File: config.mk
export PLATFORM = sky130hd
export DESIGN_NAME = txframer_flat
export DESIGN_NICKNAME = d
export VERILOG_FILES = /design/src/rtl/usrt_pkg.sv /design/src/rtl/txframer_if.sv /design/src/rtl/txparity.sv /design/src/rtl/txframer.sv /design/src/flat_wrapper.sv
export SDC_FILE = /design/constraint.sdc
export NUM_CORES = 1
export LEC_CHECK = 0
export ABC_CLOCK_PERIOD_IN_PS = 2100
export CAP_MARGIN = 5
export CORE_AREA = 2 2 58 60
export DETAILED_ROUTE_END_ITERATION = 16
export DIE_AREA = 0 0 60 62
export GPL_TIMING_DRIVEN = 0
export PLACE_DENSITY = 0.75
export SYNTH_ARGS = -nofsm -noshare
export SYNTH_HDL_FRONTEND = slang
export SYNTH_SLANG_ARGS = --single-unit
File: constraint.sdc
create_clock -name i_Pclk -period 2.1 [get_ports i_Pclk]
set_input_delay 0.42 -clock i_Pclk [delete_from_list [all_inputs] [get_ports i_Pclk]]
set_output_delay 0.42 -clock i_Pclk [all_outputs]
set_load 0.1 [all_outputs]
File: src/rtl/usrt_pkg.sv
`default_nettype none
// ============================================================================
//  Module      : usrt_pkg
//  Description : Constants and types shared by the USRT transmit and receive
//                chains. These include the parity mode encodings, the data
//                width and the transmit FSM state type.
//  Revision    : 1.0  - initial release
// ============================================================================
package usrt_pkg;

  // Parity mode encodings. The value 2'b11 is not named; it behaves as none.
  localparam logic [1:0] PAR_NONE = 2'b00;
  localparam logic [1:0] PAR_EVEN = 2'b01;
  localparam logic [1:0] PAR_ODD  = 2'b10;

  localparam int DATA_BITS = 8;
  localparam int CNT_W     = $clog2(DATA_BITS);

  typedef enum logic [2:0] {
    ST_IDLE   = 3'd0,
    ST_START  = 3'd1,
    ST_DATA   = 3'd2,
    ST_PARITY = 3'd3,
    ST_STOP   = 3'd4
  } tx_state_t;

  // True when the mode puts a parity bit into the frame.
  function automatic logic parity_enabled(input logic [1:0] mode);
    return (mode == PAR_EVEN) || (mode == PAR_ODD);
  endfunction

endpackage
`default_nettype wire

File: src/rtl/txframer_if.sv
`default_nettype none
// ============================================================================
//  Module      : txframer_if
//  Description : Bus between a byte producer and the USRT transmitter.
//  Ports       : i_Enable    - permit a new frame to start
//                i_Parity    - parity mode (see usrt_pkg)
//                i_Push      - one-cycle write strobe for i_Data
//                i_Data      - byte to send
//                o_Tx_Serial - serial line, idle high
//                o_Full      - holding register occupied
//                o_Busy      - frame on the line
//                o_Done      - one-cycle pulse at end of stop bit
//  Modports    : master (producer side), slave (transmitter side)
//  Revision    : 1.0  - initial release
// ============================================================================
interface txframer_if;
  import usrt_pkg::*;

  logic                 i_Enable;
  logic [1:0]           i_Parity;
  logic                 i_Push;
  logic [DATA_BITS-1:0] i_Data;
  logic                 o_Tx_Serial;
  logic                 o_Full;
  logic                 o_Busy;
  logic                 o_Done;

  modport master (
    output i_Enable, i_Parity, i_Push, i_Data,
    input  o_Tx_Serial, o_Full, o_Busy, o_Done
  );

  modport slave (
    input  i_Enable, i_Parity, i_Push, i_Data,
    output o_Tx_Serial, o_Full, o_Busy, o_Done
  );

endinterface
`default_nettype wire

File: src/rtl/txparity.sv
`default_nettype none
// ============================================================================
//  Module      : txparity
//  Description : Combinational parity bit for the transmit frame. It uses the
//                same encodings as rxparity, so both ends agree.
//  Ports       : i_Data   - data byte
//                i_Mode   - parity mode (none / even / odd, 11 = none)
//                o_Parity - parity bit to transmit (0 when mode is none)
//  Revision    : 1.0  - initial release
// ============================================================================
module txparity
  import usrt_pkg::*;
(
  input  wire logic [DATA_BITS-1:0] i_Data,
  input  wire logic [1:0]           i_Mode,
  output      logic                 o_Parity
);

  always_comb begin
    o_Parity = 1'b0;
    case (i_Mode)
      PAR_EVEN: o_Parity = ^i_Data;
      PAR_ODD:  o_Parity = ~^i_Data;
      PAR_NONE: o_Parity = 1'b0;
      default:  o_Parity = 1'b0;
    endcase
  end

endmodule
`default_nettype wire

File: src/rtl/txframer.sv
`default_nettype none
// ============================================================================
//  Module      : txframer
//  Description : USRT transmitter. It holds one byte and sends it LSB first
//                as start, 8 data bits, optional parity and stop. Each bit
//                lasts one i_Bclk period.
//  Ports       : i_Pclk  - system clock
//                i_Reset - asynchronous active-high reset
//                i_Bclk  - baud clock, sampled as a level
//                bus     - txframer_if.slave (push/enable/parity in,
//                          serial line and status out)
//  Config      : TXFRAMER_STOP2_EN - two stop bits instead of one
//  Revision    : 1.0  - initial release
// ============================================================================
module txframer
  import usrt_pkg::*;
(
  input  wire logic   i_Pclk,
  input  wire logic   i_Reset,
  input  wire logic   i_Bclk,
  txframer_if.slave   bus
);

  localparam logic [CNT_W-1:0] CNT_LAST = CNT_W'(DATA_BITS - 1);

  tx_state_t            r_state;
  logic                 r_bclk_q;
  logic [DATA_BITS-1:0] r_hold;
  logic                 r_full;
  logic [DATA_BITS-1:0] r_shift;
  logic [1:0]           r_mode;
  logic [CNT_W-1:0]     r_cnt;
  logic                 r_tx;
  logic                 r_busy;
  logic                 r_done;
`ifdef TXFRAMER_STOP2_EN
  logic                 r_stop_cnt;
`endif

  logic w_tick;
  logic w_push_ok;
  logic w_stop_end;
  logic w_load;
  logic w_par;

  // Bit boundary: first Pclk cycle that sees Bclk high after it was low.
  assign w_tick    = i_Bclk & ~r_bclk_q;
  // A push into an occupied holding register is dropped.
  assign w_push_ok = bus.i_Push & ~r_full;

`ifdef TXFRAMER_STOP2_EN
  assign w_stop_end = (r_state == ST_STOP) & w_tick & r_stop_cnt;
`else
  assign w_stop_end = (r_state == ST_STOP) & w_tick;
`endif

  // A frame starts from IDLE, or straight out of the final stop tick.
  // That second case sends frames back to back with no idle gap.
  assign w_load = w_tick & r_full & bus.i_Enable &
                  ((r_state == ST_IDLE) | w_stop_end);

  txparity u_txparity (
    .i_Data   (r_shift),
    .i_Mode   (r_mode),
    .o_Parity (w_par)
  );

  always_ff @(posedge i_Pclk or posedge i_Reset) begin
    if (i_Reset) begin
      r_state    <= ST_IDLE;
      r_bclk_q   <= 1'b0;
      r_hold     <= '0;
      r_full     <= 1'b0;
      r_shift    <= '0;
      r_mode     <= PAR_NONE;
      r_cnt      <= '0;
      r_tx       <= 1'b1;
      r_busy     <= 1'b0;
      r_done     <= 1'b0;
`ifdef TXFRAMER_STOP2_EN
      r_stop_cnt <= 1'b0;
`endif
    end else begin
      r_bclk_q <= i_Bclk;
      r_done   <= 1'b0;

      if (w_push_ok) begin
        r_hold <= bus.i_Data;
        r_full <= 1'b1;
      end

      case (r_state)
        ST_IDLE: begin
          r_tx <= 1'b1;
        end

        ST_START: begin
          if (w_tick) begin
            r_tx    <= r_shift[0];
            r_cnt   <= '0;
            r_state <= ST_DATA;
          end
        end

        ST_DATA: begin
          if (w_tick) begin
            // r_cnt holds the index of the bit now on the line.
            // It wraps back to zero on the exit from DATA.
            r_cnt <= r_cnt + 1'b1;
            if (r_cnt == CNT_LAST) begin
              if (parity_enabled(r_mode)) begin
                r_tx    <= w_par;
                r_state <= ST_PARITY;
              end else begin
                r_tx    <= 1'b1;
                r_state <= ST_STOP;
              end
            end else begin
              r_tx <= r_shift[r_cnt + 1'b1];
            end
          end
        end

        ST_PARITY: begin
          if (w_tick) begin
            r_tx    <= 1'b1;
            r_state <= ST_STOP;
          end
        end

        ST_STOP: begin
`ifdef TXFRAMER_STOP2_EN
          if (w_tick) begin
            r_stop_cnt <= ~r_stop_cnt;
          end
`endif
          if (w_stop_end) begin
            r_done  <= 1'b1;
            r_busy  <= 1'b0;
            r_state <= ST_IDLE;
          end
        end

        default: begin
          r_tx    <= 1'b1;
          r_busy  <= 1'b0;
          r_state <= ST_IDLE;
        end
      endcase

      // The load overrides the IDLE/STOP assignments above. Parity mode is
      // latched here, so later changes to i_Parity do not touch this frame.
      if (w_load) begin
        r_shift <= r_hold;
        r_mode  <= bus.i_Parity;
        r_full  <= 1'b0;
        r_tx    <= 1'b0;
        r_busy  <= 1'b1;
        r_state <= ST_START;
      end
    end
  end

  assign bus.o_Tx_Serial = r_tx;
  assign bus.o_Full      = r_full;
  assign bus.o_Busy      = r_busy;
  assign bus.o_Done      = r_done;

endmodule
`default_nettype wire

File: src/flat_wrapper.sv
// flat-port wrapper written by rule: the top's interface ports become plain ports
module txframer_flat import usrt_pkg::*;
  (i_Pclk, i_Reset, i_Bclk, bus_i_Enable, bus_i_Parity, bus_i_Push, bus_i_Data, bus_o_Tx_Serial, bus_o_Full, bus_o_Busy, bus_o_Done);
  txframer_if bus_i ();
  input  wire logic i_Pclk;
  input  wire logic i_Reset;
  input  wire logic i_Bclk;
  input wire logic [$bits(bus_i.i_Enable)-1:0] bus_i_Enable;
  input wire logic [$bits(bus_i.i_Parity)-1:0] bus_i_Parity;
  input wire logic [$bits(bus_i.i_Push)-1:0] bus_i_Push;
  input wire logic [$bits(bus_i.i_Data)-1:0] bus_i_Data;
  output wire logic [$bits(bus_i.o_Tx_Serial)-1:0] bus_o_Tx_Serial;
  output wire logic [$bits(bus_i.o_Full)-1:0] bus_o_Full;
  output wire logic [$bits(bus_i.o_Busy)-1:0] bus_o_Busy;
  output wire logic [$bits(bus_i.o_Done)-1:0] bus_o_Done;
  assign bus_i.i_Enable = bus_i_Enable;
  assign bus_i.i_Parity = bus_i_Parity;
  assign bus_i.i_Push = bus_i_Push;
  assign bus_i.i_Data = bus_i_Data;
  assign bus_o_Tx_Serial = bus_i.o_Tx_Serial;
  assign bus_o_Full = bus_i.o_Full;
  assign bus_o_Busy = bus_i.o_Busy;
  assign bus_o_Done = bus_i.o_Done;
  txframer u_core (.i_Pclk(i_Pclk), .i_Reset(i_Reset), .i_Bclk(i_Bclk), .bus(bus_i));
endmodule
**Word level (Yosys, flattened, before mapping)**

Index checks and enable logic that the tools add are counted.

- Reduce and logical (&&, ||, !) cells: 11
- Order comparisons: 1
- Bitwise logic cells: 9
- Add/subtract/negate cells: 1
- Muxes and demuxes: 28
- Eq/ne operators: 17

Operator list:

| operator | count |
|---|---|
| $mux W3 | 9 |
| $ne A3 B1 Y1 const B | 5 |
| $pmux W3 S5 | 1 |
| $mux W1 | 13 |
| $ne A2 B1 Y1 const B | 5 |
| $reduce_xnor A8 Y1 | 1 |
| $reduce_xor A8 Y1 | 1 |
| $and A1 B1 Y1 | 6 |
| $eq A3 B2 Y1 const B | 2 |
| $eq A3 B3 Y1 const B | 2 |
| $pmux W3 S2 | 1 |
| $reduce_and A6 Y1 | 1 |
| $lt A3 B4 Y1 const B | 1 |
| $pmux W1 S2 | 2 |
| $pmux W1 S4 | 1 |
| $reduce_and A4 Y1 | 1 |
| $reduce_bool A2 Y1 | 2 |
| $reduce_or A4 Y1 | 1 |
| $add A3 B1 Y3 const B | 1 |
| $bmux W1 S3 | 1 |
| $eq A3 B1 Y1 const B | 1 |
| $logic_not A3 Y1 | 1 |
| $reduce_and A3 Y1 | 1 |
| $eq A2 B1 Y1 const B | 1 |
| other kinds (5) | 6 |

- Input bits: 15
- Output and inout port bits: 4
- Word-level logic and storage cells: 77
- Bits in registers: 29

**Logic depth before layout (Yosys ltp)**

Gate-level depths: netlist (run 1).

- Depth in word-level cells: 7
- Depth in mapped cells: 6
- Gate-level depth less buffers: 6

**Modules after synthesis**

From an unflattened synthesis (run 1), not the netlist that was laid out.

- Cells, all modules: 122
- Area total of the unflattened synthesis: 1435.1 um^2

Modules (own cells, without submodules):

| module | area an instance (um^2) | times used | cells an instance | sequential area each (um^2) |
|---|---|---|---|---|
| txframer | 1351.3 | 1 | 112 | 726.9 |
| txparity | 83.8 | 1 | 10 | 0.0 |

**Worst setup path after synthesis (run 1)**

OpenSTA, ideal clock, no wires.

- Path kind: reg2reg
- From: register u_core.r_full, in the netlist u_core.bus.o_Full
- To: register u_core.r_shift[1]
- Arrival: 1993 ps
- Data required time: 1973 ps
- Stages on the path, launching flop included: 5
- Path buffers: 1
- Library setup time: 127 ps
- Clock period less this slack: 2120 ps
- Setup slack: -20 ps
- Path through: dfrtp_1 nand3b_1 nor3_4 buf_4 mux2_1

- Longest elaborated chain between the ends: 3

RTL lines:

| item | line | source |
|---|---|---|
| start: declaration | txframer.sv:29 | `logic r_full;` |
| start signal: assignment | txframer.sv:73 | `r_full <= 1'b0;` |
| start signal: assignment | txframer.sv:89 | `r_full <= 1'b1;` |
| start signal: assignment | txframer.sv:156 | `r_full <= 1'b0;` |
| $and A1 B1 Y1 (3 in a row) | txframer.sv:59 | `assign w_load = w_tick & r_full & bus.i_Enable &` |
| end signal: assignment | txframer.sv:154 | `r_shift <= r_hold;` |
| end: declaration | txframer.sv:30 | `logic [DATA_BITS-1:0] r_shift;` |

Every way passes these cells.
A chain may end at the register's enable or synchronous reset.

**Worst setup path in the final report (run 1)**

- From: register u_core.r_cnt[1]
- To: register u_core.r_tx, in the netlist u_core.bus.o_Tx_Serial

- Longest elaborated chain between the ends: 7
- Elaborated cells between the ends (all ways): 8
- Those cells by class: add/sub (1); eq/ne (1); mux (6)

RTL lines:

| item | line | source |
|---|---|---|
| start: declaration | txframer.sv:32 | `logic [CNT_W-1:0] r_cnt;` |
| start signal: assignment | txframer.sv:109 | `r_cnt <= r_cnt + 1'b1;` |
| $add A3 B1 Y3 | txframer.sv:119 | `r_tx <= r_shift[r_cnt + 1'b1];` |
| $bmux W1 S3 | txframer.sv:119 |  |
| $mux W1 (not written as such) | txframer.sv:119 |  |
| $mux W1 * | txframer.sv:110 | `if (r_cnt == CNT_LAST) begin` |
| $mux W1 * | txframer.sv:106 | `if (w_tick) begin` |
| $pmux W1 S4 * | txframer.sv:92 | `case (r_state)` |
| $mux W1 * | txframer.sv:153 | `if (w_load) begin` |
| end signal: assignment | txframer.sv:99 | `r_tx <= r_shift[0];` |
| end signal: assignment | txframer.sv:112 | `r_tx <= w_par;` |
| end signal: assignment | txframer.sv:119 |  |
| end: declaration | txframer.sv:33 | `logic r_tx;` |

Every way passes the cells marked *; elsewhere a longest branch is shown, timed or not. The select of a mux whose other input is x is not followed.

==> impl_metrics.toml, run 1 <==
[timing]
maxSlewViolCount = 0
final.period_utilization_pct = 96.1
worst_pin_slew_ns = 1.05
hold_viol_final = 0
max_freq_ghz = 0.496
relSlewSlack_pct = 29.9
finalSetupViolations = 0
rsz0062_at_grt = "no"
fin_worst_skew_ns = 0.00529
layout_min_cycle_time_ns = 2.02

[cells_and_area]
fill_cells = 275
final_cell_mix = "dfrtp_1, clkdlybuf4s50_1, mux2_2"
nNetsFinal = 167
diodes = 0
drive_gt1_share_pct = 25.5
fin_cells = 195
mostFrequentLayoutCell = "dfrtp_1"
syn_to_final_growth_pct = 25.2

[grt]
antenna_found_initial = 0
gr-max-usage-layer = "met2"
overflow = 0
grt_pass1_vias = 977
gr-usage-met3_pct = 4.55
use_met1_pct = 18.4
met2_usage_pct = 26.9
grt_use_total_pct = 16.2
grt_start_max_net_pins = 30
grt_first_pass_wirelength_mm = 4.24

[die]
die_y_um = 62
die_w_um = 60
die-area_mm2 = 0.00372
io_pins = 19
core-area_mm2 = 0.00318
rows = 21
start_util_pct = 46.2

[critical_path]
startpoint_type = "register"
timing.rr.start = "u_core.r_cnt[1]$_DFFE_PP0P_"
cp-end-kind = "register"
critPathMaxFanout = 3
worstSetupPathType = "register to register"
required_ns = 2.36
cp-startpoint = "u_core.r_cnt[1]$_DFFE_PP0P_"
cp.arrival_ns = 2.28

[detailed_routing]
drt_iter0_drc = 33
vias_per_cell = 5.06
post_drt_wl_per_cell_um = 13.0
ant_nets = 0
wirelength_mm = 2.53
first_pass_iters = 3
drc = 0
via_count = 986

[cts]
ctsLongestPathBuffers = 2
cts-root-buf = "clkbuf_4"
htree_levels = 2
clk_pin_slew_ns = 0.09
clock_latency_ns = 0.33
cts_tree = "yes"
numCtsBuffers = 5
cts.sink_count = 29

[place]
dp.cells = 184
dp_hpwl_mm = 1.85
io_buffers = 18
gp_congestion = 0.796

[run_status]
status = "finished, final reports clean"

[logic_synthesis]
synthesis.nets = 139
synth.distinct_cells = 36
synth_area_mm2 = 0.00147
ys_seq_area_share_pct = 49.4
yosys_warnings = 0
ys_seq_elements = 29
netlist_instances = 120
syn_avg_cell_area_um2 = 12.3

[job]
max-cap-violations = 0

[min_path]
hold_start = "u_core.bus.o_Busy$_DFFE_PP0P_"
worstHoldPathType = "register to register"

[pwr]
max-vdd-ir-drop_v = 0.000587
p_per_area_mw_per_mm2 = 1570
p_leak_nw = 0.766
design_power_total_mw = 2.89
[sequential cells by signal (all words and copies together) (netlist names)]
| name | count |
|---|---|
| u_core.r_bclk_q | 1 |
| u_core.r_mode | 2 |
| u_core.r_state | 3 |
| u_core.bus.o_Full | 1 |
| u_core.bus.o_Tx_Serial | 1 |
| u_core.r_cnt | 3 |
| u_core.bus.o_Busy | 1 |
| u_core.r_hold | 8 |
| u_core.r_shift | 8 |
| u_core.bus.o_Done | 1 |
[power by group]
part / switching [mW] / internal, mW
Sequential: 0.186 / 0.811
Clock: 0.192 / 0.284
Combinational: 0.669 / 0.754
Total: 1.05 / 1.85
[worst paths after layout]
check	end	slack, ns	cells past startpoint
min	u_core.bus.o_Busy$_DFFE_PP0P_	0.48	1
max	u_core.bus.o_Tx_Serial$_DFFE_PP1P_	0.08	6
min reg2reg	u_core.bus.o_Busy$_DFFE_PP0P_	0.48	1
max in group asynchronous	u_core.r_cnt[0]$_DFFE_PP0P_	0.75	2
min in group asynchronous	u_core.r_mode[1]$_DFFE_PP0P_	0.65	2
max reg2reg	u_core.bus.o_Tx_Serial$_DFFE_PP1P_	0.08	6
[synth_stat cells]
cell type | number | area share, %
mux2_2 | 12 | 9.2
nor4b_1 | 2 | 1.2
mux4_2 | 1 | 1.5
or3b_1 | 3 | 1.8
a21oi_1 | 3 | 1.0
a211o_1 | 1 | 0.60
nand3b_1 | 1 | 0.51
a21o_1 | 1 | 0.51
nand2b_1 | 1 | 0.43
dfrtp_1 | 28 | 48
nor2b_1 | 1 | 0.43
ha_1 | 4 | 3.4
a31oi_1 | 1 | 0.43
a21boi_0 | 1 | 0.51
nor2_1 | 5 | 1.3
a211oi_2 | 2 | 1.7
o21ai_1 | 5 | 1.7
mux2_1 | 4 | 3.1
or3_1 | 1 | 0.43
nand2_1 | 10 | 2.6
inv_1 | 4 | 1.0
nor4_1 | 3 | 1.3
nand3_1 | 1 | 0.34
nand2b_4 | 1 | 0.94
a22oi_1 | 2 | 1.0
o21bai_1 | 1 | 0.51
mux2i_1 | 1 | 0.68
buf_4 | 2 | 1.0
clkbuf_1 | 1 | 0.26
nor3_4 | 1 | 1.1
dfstp_2 | 1 | 1.8
clkbuf_8 | 3 | 2.8
xnor2_1 | 7 | 4.2
o21ai_0 | 2 | 0.68
mux4_1 | 1 | 1.8
nor3_1 | 2 | 0.68
[cells by family after synthesis]
| logic type | count (synthesis) | synth area share [%] |
|---|---|---|
| and+or+nand+nor | 32 | 12.9 |
| buffers and inverters | 10 | 5.11 |
| DFF | 29 | 49.4 |
| xor gates and xnor gates | 7 | 4.17 |
| adders and majority gates | 4 | 3.40 |
| muxes | 19 | 16.3 |
| AOI/OAI and AO/OA | 19 | 8.68 |
[worst max-delay path: stages, from the launching register on]
cell,delay [ns]
dfrtp_1,0.42
ha_4,0.18
ha_4,0.28
mux4_1,0.52
or3_1,0.31
a31oi_1,0.17
nor3_1,0.08
[through the flow]
stage	setup TNS, ns	instance area, um2	setup slack, ns	hold slack, ns	utilization (%)
3_5_place_dp	-0.328	1710	-0.106	0.465	53.8
6_report	0	1840	0.0823	0.476	57.9
5_1_grt	0	1840	0.00591	0.509	57.9
2_1_floorplan	0	1470	0.0185	0.451	-
3_3_place_gp	-0.123	1710	-0.0811	0.461	53.8
4_1_cts	0	1810	0.0164	0.481	57.0
[layout make-up]
cell class              count  area [um2]  area share (%)
flip-flops and latches     29         729            39.6
clock buffers               7        55.1            2.99
repair buffers             21         200            10.9
clock inverters             1        30.0            1.63
inverters                   4        15.0           0.816
plain buffers               6        60.1            3.26
multi-input cells          81         693            37.7
well taps                  46        57.6            3.13
[repair_timing]
action | CTS | global route
resized for setup | 8 | 2
cloned | 0 | 0
hold buffers | 0 | 0
pin swaps | 0 | 3
setup endpoints to repair | 5 | 1
setup buffers | 1 | 2
[metal layers]
layer	routed length, um	up-vias	part of all wire, %
met5	0	-	0
met4	68	0	2.7
met3	86	8	3.4
met2	1290	17	51
met1	1080	480	43
li1	-	481	-
Power figures use the tool's default switching activity.
==> inputs of run 2 (changes only) <==
--- a/config.mk
+++ b/config.mk
@@ -6,7 +6,7 @@
 export NUM_CORES = 1
 export LEC_CHECK = 0
 export ABC_CLOCK_PERIOD_IN_PS = 2100
-export CAP_MARGIN = 5
+export CAP_MARGIN = 20
 export CORE_AREA = 2 2 58 60
 export DETAILED_ROUTE_END_ITERATION = 16
 export DIE_AREA = 0 0 60 62
==> run 2 against run 1 <==
Net effect: flip-flop and latch count is the same; count of clock-buffer cells in the layout unchanged; maximum frequency is 0.14% higher; sequential power about the same; final area rose by 0.82%; worst hold slack got worse by 0.010 ns; non-clock buffer count increased by 1; register-to-register slack about the same; worst setup slack better by 0.0029 ns; combinational power is essentially flat; clock skew rose by 0.0033 ns; routed wire length stayed put.
==> impl_metrics.toml, run 2 (synthesized netlist as in run 1, its figures left out) <==
[critical_path]
cp.arrival_ns = 2.28
r2r_setup_slack_ns = 0.09
worstSetupPathType = "register to register"
max_stage_delay_ns = 0.52
reg2reg_depth = 6
cp_slowest_cell = "mux4_1"
startpoint_type = "register"
critPathMostFrequentCell = "ha_4"
timing.rr.start = "u_core.r_cnt[0]$_DFFE_PP0P_"
cp-end-kind = "register"
required_ns = 2.36
path_cells = "ha_4 -> ha_4 -> mux4_1 -> or3_1 -> a31oi_1 -> nor3_1"
critPathMaxFanout = 3
reg2reg_to = "u_core.bus.o_Tx_Serial$_DFFE_PP1P_"

[cts]
numCtsBuffers = 5
postCtsHoldBufs = 0
cts_tree = "yes"
clock_latency_ns = 0.33
htree_levels = 2
ctsLongestPathBuffers = 2
clk_pin_slew_ns = 0.09
cts.sink_count = 29
cts-root-buf = "clkbuf_4"

[pwr]
max-vdd-ir-drop_v = 0.000653
design_power_total_mw = 2.90
p_per_area_mw_per_mm2 = 1560
p_leak_nw = 0.773

[cells_and_area]
drive_gt1_share_pct = 26.0
final_core_util_pct = 58.4
largestRegisters = "u_core.r_hold x8, u_core.r_shift x8"
mostFrequentLayoutCell = "dfrtp_1"
final_area_mm2 = 0.00186
diodes = 0
final_cell_mix = "dfrtp_1, clkdlybuf4s50_1, mux2_2"
syn_to_final_growth_pct = 26.2
nNetsFinal = 168
fin_cells = 196

[die]
die_y_um = 62
die-area_mm2 = 0.00372
start_util_pct = 46.2
rows = 21
die_w_um = 60
core-area_mm2 = 0.00318
io_pins = 19

[place]
dp.cells = 184
gp_congestion = 0.796
placed_area_mm2 = 0.00171
io_buffers = 18
dp_hpwl_mm = 1.85

[grt]
grt_pass1_vias = 977
grt_use_total_pct = 16.2
overflow = 0
grt_start_max_net_pins = 30
antenna_found_initial = 0
grt_first_pass_wirelength_mm = 4.24

[timing]
fin_worst_skew_ns = 0.00860
hold_viol_final = 0
layout_min_cycle_time_ns = 2.01
maxSlewViolCount = 0
worst_pin_slew_ns = 0.951
rsz0062_at_grt = "no"
relSlewSlack_pct = 36.9
finalSetupViolations = 0
final.period_utilization_pct = 95.9
max_freq_ghz = 0.496

[run_status]
status = "finished, final reports clean"

[detailed_routing]
via_count = 997
drt_iter0_drc = 32
vias_per_cell = 5.09
wirelength_mm = 2.53
drc = 0
ant_nets = 0
post_drt_wl_per_cell_um = 12.9
first_pass_iters = 3

[min_path]
worstHoldPathType = "input pin to asynchronous set/reset pin"

[job]
max-cap-violations = 0
run 2: power by group:
group	switching (mW)	total, mW	internal (mW)
clock	0.192	0.476	0.284
sequential	0.186	0.997	0.811
combinational	0.668	1.42	0.756
run 2: timing repair:
action                                  4_1_cts  5_1_grt
pin swaps                                     0        3
gates resized for setup                       8        2
setup buffers                                 1        2
endpoints found under the setup margin        5        1
run 2: critical path, delay by kind of cell (launching register included):
kind | cells | cell delay, ns
DFF | 1 | 0.43
adders and majority gates | 2 | 0.45
and+or+nand+nor | 2 | 0.39
AOI/OAI and AO/OA | 1 | 0.17
muxes | 1 | 0.52
run 2: how the worst max path moves through the flow:
stage | end | start | slack (ns)
2_1_floorplan | u_core.bus.o_Tx_Serial$_DFFE_PP1P_ | u_core.r_cnt[0]$_DFFE_PP0P_ | 0.02
3_3_place_gp | u_core.bus.o_Tx_Serial$_DFFE_PP1P_ | u_core.r_cnt[0]$_DFFE_PP0P_ | -0.08
3_5_place_dp | u_core.bus.o_Tx_Serial$_DFFE_PP1P_ | u_core.r_cnt[0]$_DFFE_PP0P_ | -0.11
4_1_cts | u_core.bus.o_Tx_Serial$_DFFE_PP1P_ | u_core.r_cnt[0]$_DFFE_PP0P_ | 0.02
5_1_grt | u_core.bus.o_Tx_Serial$_DFFE_PP1P_ | u_core.r_cnt[1]$_DFFE_PP0P_ | 0.006
6_report | u_core.bus.o_Tx_Serial$_DFFE_PP1P_ | u_core.r_cnt[0]$_DFFE_PP0P_ | 0.09
run 2: cell type report:
cell class,instances,area [um2]
inverter,4,15.0
multi-input combinational,81,693
timing repair buffer,22,215
fill,271,1320
buffer,6,60.1
clock inverter,1,30.0
sequential,29,729
clock buffer,7,55.1
tap,46,57.6
run 2: layer usage:
layer  wire length (um)  track usage [%]
met5                  0                0
met4                 68             10.5
met3                 85             4.55
met2               1310             26.9
met1               1060             18.4
run 2: stage by stage:
| stage | setup slack (ns) | hold slack (ns) | setup TNS (ns) |
|---|---|---|---|
| floorplan | 0.0185 | 0.451 | 0 |
| global placement | -0.0811 | 0.461 | -0.123 |
| detailed placement | -0.106 | 0.465 | -0.328 |
| CTS | 0.0164 | 0.481 | 0 |
| global route | 0.00591 | 0.509 | 0 |
| finish | 0.0852 | 0.466 | 0 |
==> inputs of run 3 (changes only) <==
--- a/config.mk
+++ b/config.mk
@@ -5,13 +5,13 @@
 export SDC_FILE = /design/constraint.sdc
 export NUM_CORES = 1
 export LEC_CHECK = 0
-export ABC_CLOCK_PERIOD_IN_PS = 2100
+export ABC_CLOCK_PERIOD_IN_PS = 2270
 export CAP_MARGIN = 20
-export CORE_AREA = 2 2 58 60
+export CORE_AREA = 2 2 56 58
 export DETAILED_ROUTE_END_ITERATION = 16
-export DIE_AREA = 0 0 60 62
+export DIE_AREA = 0 0 58 60
 export GPL_TIMING_DRIVEN = 0
-export PLACE_DENSITY = 0.75
+export PLACE_DENSITY = 0.77
 export SYNTH_ARGS = -nofsm -noshare
 export SYNTH_HDL_FRONTEND = slang
 export SYNTH_SLANG_ARGS = --single-unit
==> constraint.sdc (replaced) <==
create_clock -name i_Pclk -period 2.27 [get_ports i_Pclk]
set_input_delay 0.454 -clock i_Pclk [delete_from_list [all_inputs] [get_ports i_Pclk]]
set_output_delay 0.454 -clock i_Pclk [all_outputs]
set_load 0.1 [all_outputs]
==> run 3 against run 2 <==
Net effect: sequential power shrank 7.2%; sequential share of layout area grew 1.6 points; critical path depth shrank 5; worst hold slack lost 0.099 ns; clock power shrank 38%; final area shrank 4.0%; via count grew 1.0%; non-clock buffer count shrank 3; total power shrank 15%; critical path type is now register to output pin; critical endpoint is now bus_o_Done; largest cell class unchanged.
==> impl_metrics.toml, run 3 (synthesized netlist as in run 1, its figures left out) <==
[die]
io_pins = 19
start_util_pct = 50.6
die_y_um = 60
core-area_mm2 = 0.00290
rows = 20
die-area_mm2 = 0.00348
die_w_um = 58

[grt]
antenna_found_initial = 0
grt_start_max_net_pins = 30
grt_use_total_pct = 17.8
grt_pass1_vias = 993
grt_first_pass_wirelength_mm = 4.49
overflow = 0

[place]
placed_area_mm2 = 0.00169
pre_cts_ws_ns = 0.0663
gp_congestion = 0.824
io_buffers = 18
dp_hpwl_mm = 1.91

[cells_and_area]
fill_cells = 241
syn_to_final_growth_pct = 21.1
largestRegisters = "u_core.r_hold x8, u_core.r_shift x8"
diodes = 0
regArea_um2 = 728
final_area_mm2 = 0.00178
multiInputGateArea_um2 = 681
final_cell_mix = "dfrtp_1, clkdlybuf4s50_1, mux2_2"
mostFrequentLayoutCell = "dfrtp_1"
nNetsFinal = 165
drive_gt1_share_pct = 22.4

[cts]
clk_pin_slew_ns = 0.09
htree_levels = 2
cts-root-buf = "clkbuf_4"
postCtsHoldBufs = 0
ctsLongestPathBuffers = 2
numCtsBuffers = 5
cts_tree = "yes"
cts.sink_count = 29
clock_latency_ns = 0.33

[timing]
layout_min_cycle_time_ns = 2.23
relSlewSlack_pct = 36.1
final.period_utilization_pct = 98.2
worst_pin_slew_ns = 0.956
hold_viol_final = 0
rsz0062_at_grt = "no"
maxSlewViolCount = 0
finalSetupViolations = 0
fin_ws_ns = 0.0412
fin_worst_skew_ns = 0.00611
max_freq_ghz = 0.449
tns_ns = 0
hold_ws_ns = 0.367

[pwr]
max-vdd-ir-drop_v = 0.000776
p_per_area_mw_per_mm2 = 1390
design_power_total_mw = 2.47
p_leak_nw = 0.744

[detailed_routing]
post_drt_wl_per_cell_um = 14.0
drc = 0
wirelength_mm = 2.51
vias_per_cell = 5.59
via_count = 1007
first_pass_iters = 4
drt_iter0_drc = 10
ant_nets = 0

[critical_path]
reg2reg_to = "u_core.bus.o_Tx_Serial$_DFFE_PP1P_"
reg2reg_depth = 6
max_stage_delay_ns = 1.12
r2r_setup_slack_ns = 0.14
required_ns = 1.82
path_cells = "clkdlybuf4s50_1"
worstSetupPathType = "register to output pin"
cp.arrival_ns = 1.77
cp_top_family = "buffers and inverters"
critPathMaxFanout = 1
timing.rr.start = "u_core.r_cnt[0]$_DFFE_PP0P_"
cp-startpoint = "u_core.bus.o_Done$_DFF_PP0_"
cp_slowest_cell = "clkdlybuf4s50_1"
cp-end-kind = "output pin"
startpoint_type = "register"
crit_buf_inv = 1

[run_status]
status = "finished, final reports clean"

[job]
max-cap-violations = 0

[min_path]
worstHoldPathType = "input pin to asynchronous set/reset pin"
[run 3: cell count changes in the layout (fill, tap and decap cells not counted), sizes merged]
| cell | before | now |
|---|---|---|
| clkdlybuf4s15 | 1 | 0 |
| bufinv | 1 | 0 |
| buf | 6 | 3 |
| clkdlybuf4s50 | 14 | 15 |
| clkbuf | 11 | 10 |
| clkinv | 0 | 2 |
[run 3: how the worst max path moves through the flow]
stage,to,slack [ns],depth (start not counted)
finish,bus_o_Done,0.04,1
global route,bus_o_Done,0.002,1
CTS,bus_o_Done,0.02,1
detailed placement,u_core.bus.o_Tx_Serial$_DFFE_PP1P_,0.07,6
global placement,u_core.bus.o_Tx_Serial$_DFFE_PP1P_,0.09,6
floorplan,u_core.r_shift[1]$_DFFE_PP0P_,0.15,4
[run 3: repair_timing]
item / 4_1_cts / 5_1_grt
buffers inserted: 0 / 0
endpoints found under the setup margin: 3 / 1
pin swaps: 0 / 0
gates cloned: 0 / 0
resized for setup: 3 / 2
[run 3: cell type report]
class	count	share of cell area [%]
flip-flops and latches	29	40.9
multi-input cells	81	38.2
repair buffers	19	11.5
plain buffers	6	3.37
clock buffers	6	2.32
well taps	33	2.32
inverters	4	0.843
clock inverters	2	0.562
[run 3: where the power goes]
group / internal, mW / switching, mW
registers: 0.749 / 0.175
logic: 0.647 / 0.601
clock network: 0.118 / 0.177
[run 3: routing by layer]
layer / GRT usage (%) / wire length, um / part of all wire (%) / vias up
met5: 0 / 0 / 0 / -
met2: 29.1 / 1300 / 52 / 22
met1: 21.4 / 1020 / 41 / 496
met4: 7.31 / 48 / 1.9 / 0
met3: 6.49 / 148 / 5.9 / 5
li1: - / - / - / 484
[run 3: per-stage QoR]
stage          utilization, %  cells
6_report                 61.3    180
3_5_place_dp             58.3    171
4_1_cts                  59.9    179
2_1_floorplan               -    120
3_3_place_gp             58.3    171
5_1_grt                  61.3    180
